$ cat config.mk
export PLATFORM = sky130hd
export DESIGN_NAME = control_rw_flow
export DESIGN_NICKNAME = d
export VERILOG_FILES = /design/src/rtl/control_rw_flow.sv
export SDC_FILE = /design/constraint.sdc
export NUM_CORES = 1
export LEC_CHECK = 0
export BUFFER_PORTS_ARGS = -buffer_cell sky130_fd_sc_hd__buf_4
export CAP_MARGIN = 0
export CELL_PAD_IN_SITES_DETAIL_PLACEMENT = 0
export CELL_PAD_IN_SITES_GLOBAL_PLACEMENT = 1
export CORE_AREA = 3 3 40 42
export DETAILED_ROUTE_END_ITERATION = 8
export DIE_AREA = 0 0 43 45
export GPL_ROUTABILITY_DRIVEN = 0
export PLACE_DENSITY_LB_ADDON = 0.1
export REMOVE_ABC_BUFFERS = 1
export SLEW_MARGIN = 15
export SYNTH_ARGS = -nofsm -noshare
export SYNTH_HDL_FRONTEND = slang
export SYNTH_SLANG_ARGS = --single-unit
$ cat constraint.sdc
create_clock -name clk -period 1.7 [get_ports clk]
set_clock_uncertainty 0.15 [all_clocks]
set_input_delay 0 -clock clk [delete_from_list [all_inputs] [get_ports clk]]
set_output_delay 0 -clock clk [all_outputs]
set_load 0.005 [all_outputs]
$ cat src/rtl/control_rw_flow.sv
// Command flow controller: sequences memory access, shift-register load and serial transmit.
// Optional TX/WAIT watchdog is built only when TX_TIMEOUT_EN is defined.
module control_rw_flow #(
    parameter int unsigned TX_TIMEOUT = 255
) (
    input  logic clk,
    input  logic reset,
    input  logic valid_cmd,
    input  logic rw,
    input  logic active,
    input  logic mode,
    input  logic tx_done,
    output logic ac_mem,
    output logic rw_mem,
    output logic p_load,
    output logic tx_dat,
    output logic busy
);

    typedef enum logic [2:0] {
        S_IDLE,
        S_MEM,
        S_LOAD,
        S_TX,
        S_WAIT
    } state_e;

    state_e state_q, state_d;
    logic   rw_q, rw_d;

`ifdef TX_TIMEOUT_EN
    localparam int unsigned CW = (TX_TIMEOUT > 1) ? $clog2(TX_TIMEOUT) : 1;
    logic [CW-1:0] cnt_q, cnt_d;
`else
    logic unused_cfg;
    assign unused_cfg = ^TX_TIMEOUT;
`endif

    always_ff @(posedge clk or negedge reset) begin
        if (!reset) begin
            state_q <= S_IDLE;
            rw_q    <= 1'b0;
`ifdef TX_TIMEOUT_EN
            cnt_q   <= '0;
`endif
        end else begin
            state_q <= state_d;
            rw_q    <= rw_d;
`ifdef TX_TIMEOUT_EN
            cnt_q   <= cnt_d;
`endif
        end
    end

    always_comb begin
        state_d = state_q;
        rw_d    = rw_q;
`ifdef TX_TIMEOUT_EN
        cnt_d   = cnt_q;
`endif
        ac_mem  = 1'b0;
        rw_mem  = 1'b0;
        p_load  = 1'b0;
        tx_dat  = 1'b0;
        busy    = (state_q != S_IDLE);

        unique case (state_q)
            S_IDLE: begin
                if (active && valid_cmd) begin
                    rw_d    = rw;
                    state_d = mode ? S_MEM : S_LOAD;
                end
            end
            S_MEM: begin
                ac_mem  = 1'b1;
                rw_mem  = rw_q;
                state_d = rw_q ? S_IDLE : S_LOAD;
            end
            S_LOAD: begin
                p_load  = 1'b1;
                state_d = S_TX;
`ifdef TX_TIMEOUT_EN
                cnt_d   = '0;
`endif
            end
            S_TX: begin
                tx_dat = 1'b1;
                // a done level left over from the previous frame is not an acceptance
                if (!tx_done) state_d = S_WAIT;
            end
            S_WAIT: begin
                if (tx_done) state_d = S_IDLE;
            end
            default: state_d = S_IDLE;
        endcase

`ifdef TX_TIMEOUT_EN
        if (state_q == S_TX || state_q == S_WAIT) begin
            if (cnt_q == CW'(TX_TIMEOUT - 1)) state_d = S_IDLE;
            else                              cnt_d   = cnt_q + 1'b1;
        end
`endif

        if (state_q != S_IDLE && !active) state_d = S_IDLE;
    end

endmodule

### After elaboration in Yosys (flattened, before gate mapping)

Cells that the tools add are included.

| operators by class | value |
|---|---|
| add/subtract/negate cells | 0 |
| multiply operators | 0 |
| divide/modulo/power cells | 0 |
| $lt $le $gt $ge | 0 |
| equal/unequal tests | 7 |
| shift operators | 0 |
| mux-type cells | 11 |
| bitwise logic cells | 0 |
| reductions and logical operators | 7 |

Operators with widths:

| operator | number |
|---|---|
| one-hot mux 3 bit (5 select lines) | 1 |
| 2-to-1 mux 3 bit | 4 |
| != test 3 bit, second input constant | 3 |
| equality test 3 x 2 -> 1 bit, second input constant | 2 |
| 2-to-1 mux 1 bit | 4 |
| 2-to-1 mux 2 bit | 2 |
| equality test 3 x 1 -> 1 bit, second input constant | 1 |
| equality test 3 bit, second input constant | 1 |
| zero test 3 bit | 1 |
| AND reduction 3 bit | 1 |
| nonzero test 3 bit | 1 |
| logical AND 1 bit | 2 |
| AND reduction 2 bit | 1 |
| zero test 1 bit | 1 |

| storage, ports and cells | value |
|---|---|
| flip-flop bits (word level) | 4 |
| bits in latches | 0 |
| memory bits (writable) | 0 |
| ROM bits | 0 |
| word-level logic and storage cells | 27 |
| memories | 0 |

### Depth between registers and ports, before layout

| logic depth | value |
|---|---|
| depth after elaboration | 4 |
| depth in mapped cells | 4 |
| mapped depth without buffers | 3 |

### Least setup slack after synthesis

No wires, ideal clock.

| timing | value |
|---|---|
| kind | register -> register |
| from | register state_q[0] |
| to | register rw_q |
| setup time | 0.127 ns |
| arrival | 1.306 ns |
| required time | 1.423 ns |
| path slack | 0.116 ns |
| cell stages (with the launch flop) | 5 |
| path buffers | 1 |
| period minus slack after synthesis | 1.584 ns |
| cell sequence | dfrtp_1 > buf_2 > or3_4 > nor2_1 > mux2_1 |

| between the ends | value |
|---|---|
| cells in the longest elaborated chain, start to end | 2 |

RTL lines:

| element | line | text |
|---|---|---|
| start: declaration | 28 | `state_e state_q, state_d;` |
| start signal: assignment | 47 | `state_q <= state_d;` |
| zero test 3 bit | 67 | `unique case (state_q)` |
| AND reduction 2 bit (no line) | -- |  |
| end signal: assignment | 48 | `rw_q <= rw_d;` |
| end: declaration | 29 | `logic rw_q, rw_d;` |

No other way between the ends.
A chain may end at the register's enable or synchronous reset.

### Worst setup path in the final report

| timing | value |
|---|---|
| from | register state_q[1] |
| to | register rw_q |

The elaborated chain is that of the path after synthesis.

==> metrics <==
status completed; # DRC 0; Peak Freq 0.6328 GHz; worst vdd ir 0.6674 mV; first-pass GRT wire length 1311 µm; EDFF count, synth 0; Layout area overhead 56.56%; Max H-tree Level 1; post-CTS sizing 0; gr usage total 0.09607; Iteration-0 DRC Markers 7; Worst Max-Slew Pin Slew 0.2385 ns; Pwr Total 602.5 µW; fin crit share 0.9295; crit path time final 1.580 ns; IO buf count 11; clk buf depth 2; CP Class reg -> reg; drt via density 4.500; starting density of the core 0.2376; largest net degree at the start of global routing 10; area share of the leading cell type in the synthesized netlist 0.3279; buffers inserted during post-CTS setup optimization 0; DP Wirelength 573.8 µm; final cell count without fillers 64; share of cells above drive strength 1 0.4082; wire per inst 11.94 µm; Critical Path AT 1.54 ns; placed cells 56; Final setup viols 0; Total Nets Final between 50 and 60; leading area contributor after synthesis dfrtp_1; Rel. slew slack 0.8406; Unique masters post-synth 22; PwrDens 1261 nW/µm²; Avg Inst Size Synth 10.18 µm²; vias in the first global route 290; FFs w/ async S/R, synth 1.000; Overflow after GRT 0; Die Wd 43 µm; Seq/Total Area, Yosys 0.3279; routed wire length roughly 760 µm; CP startpoint kind flip-flop; worst hold path type in -> reg; Max Slew Vio Count 0; Clock transition at path regs 0.04 ns; Worst EP required approximately 1.7 ns; Die ar. 1935 µm²; Crit. End Element flip-flop; initial antenna violation count 0; CTS sink count 4; Post-synth top flop dfrtp_1; setup TNS 0 ns; root buf cell clkbuf_4; final hold viol count 0; top post-synthesis cells by count 4 x dfrtp_1, 4 x nor3b_1, 2 x nor2_1, 2 x o31ai_1; largest cells by area after synthesis dfrtp_1 33%, nor3b_1 9.8%, o31ai_1 4.9%; IO Pins 12; Routed Antenna Nets 0; FP Rows 13; CTS tree yes; core area 1285 µm²; post-synthesis register bit count 4; Inserted Clock Buffers 3; yosys warns 0; Chip Height 45 µm; Max-Cap Viols 0; post-synthesis cell count 30; clk_lat worst skew 0.23 ns; Hold WS 0.02057 ns; static leakage power roughly 0.21 nW; drt pass-1 iters 4; mapped cell area approximately 310 µm²; routed vias 288; Crit Path Max Fanout 6; n_diodes 0; RSZ-0062 raised after global routing no
==> flip-flops by register name (all words and copies together), names as in the netlist <==
register / cells
state_q: 3
rw_q: 1
==> power breakdown <==
part | switching [mW] | internal, mW | leakage [nW] | total, mW
clock network | 0.0388 | 0.0790 | 0.0138 | 0.118
registers | 0.0450 | 0.130 | 0.0513 | 0.174
logic | 0.114 | 0.196 | 0.147 | 0.310
==> layout by cell type (no fill, tap or decap), types with 2 or more instances in the layout <==
| master | count |
|---|---|
| nor2_1 | 2 |
| o31ai_1 | 2 |
| dfrtp_1 | 4 |
| nor3b_1 | 4 |
| clkbuf_4 | 3 |
| buf_4 | 13 |
| dlygate4sd3_1 | 5 |
==> layer usage <==
metal / vias to the layer above / track usage / part of all wire
met5: - / 0 / 0
met4: 0 / 0.03614 / 0
met3: 0 / 0.04781 / 0.043
met2: 8 / 0.1317 / 0.45
met1: 127 / 0.1290 / 0.51
li1: 153 / - / -
==> area by class of cell <==
| cell class | instances | area (µm²) |
|---|---|---|
| Fill cell | 139 | 807.0 |
| Tap cell | 15 | 18.77 |
| Clock buffer | 3 | 22.52 |
| Timing Repair Buffer | 18 | 147.6 |
| Sequential cell | 4 | 100.1 |
| Multi-Input combinational cell | 24 | 188.9 |
==> through the flow <==
stage                     setup WS [ns]    util  cell area (µm²)
after floorplan                  0.1447       -            289.0
after global placement           0.1637  0.3155            405.4
after detailed placement         0.1254  0.3155            405.4
after CTS                        0.1159  0.3720            478.0
after global routing            0.06483  0.3720            478.0
final                            0.1198  0.3720            478.0
==> timing repair <==
action	in CTS	in global routing
endpoints found under the setup margin	0	0
endpoints found under the hold margin	8	0
hold buffers	5	0
==> critical path, stage by stage, from the launching register on <==
cell and delay [ns]:
dfrtp_1 0.44, or3_4 0.42, nor2_1 0.12, mux2_1 0.33
==> final timing paths <==
path	startpoint	to	slack (ns)	cells after the start
max	state_q[1]$_DFFE_PN0P_	rw_q$_DFFE_PN0P_	0.12	3
min	valid_cmd	rw_q$_DFFE_PN0P_	0.02	4
max reg2reg	state_q[1]$_DFFE_PN0P_	rw_q$_DFFE_PN0P_	0.12	3
min reg2reg	rw_q$_DFFE_PN0P_	rw_q$_DFFE_PN0P_	0.37	1
max in group asynchronous	reset	state_q[1]$_DFFE_PN0P_	0.69	3
min in group asynchronous	reset	state_q[0]$_DFFE_PN0P_	0.53	3
==> logic make-up (layout without fill, tap and decap cells) <==
group / after synthesis / after routing / share of synthesized area
simple gates: 16 / 16 / 0.3812
buf+inv: 2 / 21 / 0.05326
compound gates: 6 / 6 / 0.1680
flops: 4 / 4 / 0.3279
mux: 2 / 2 / 0.06967
Note: power is estimated with default switching activity, not from simulation.
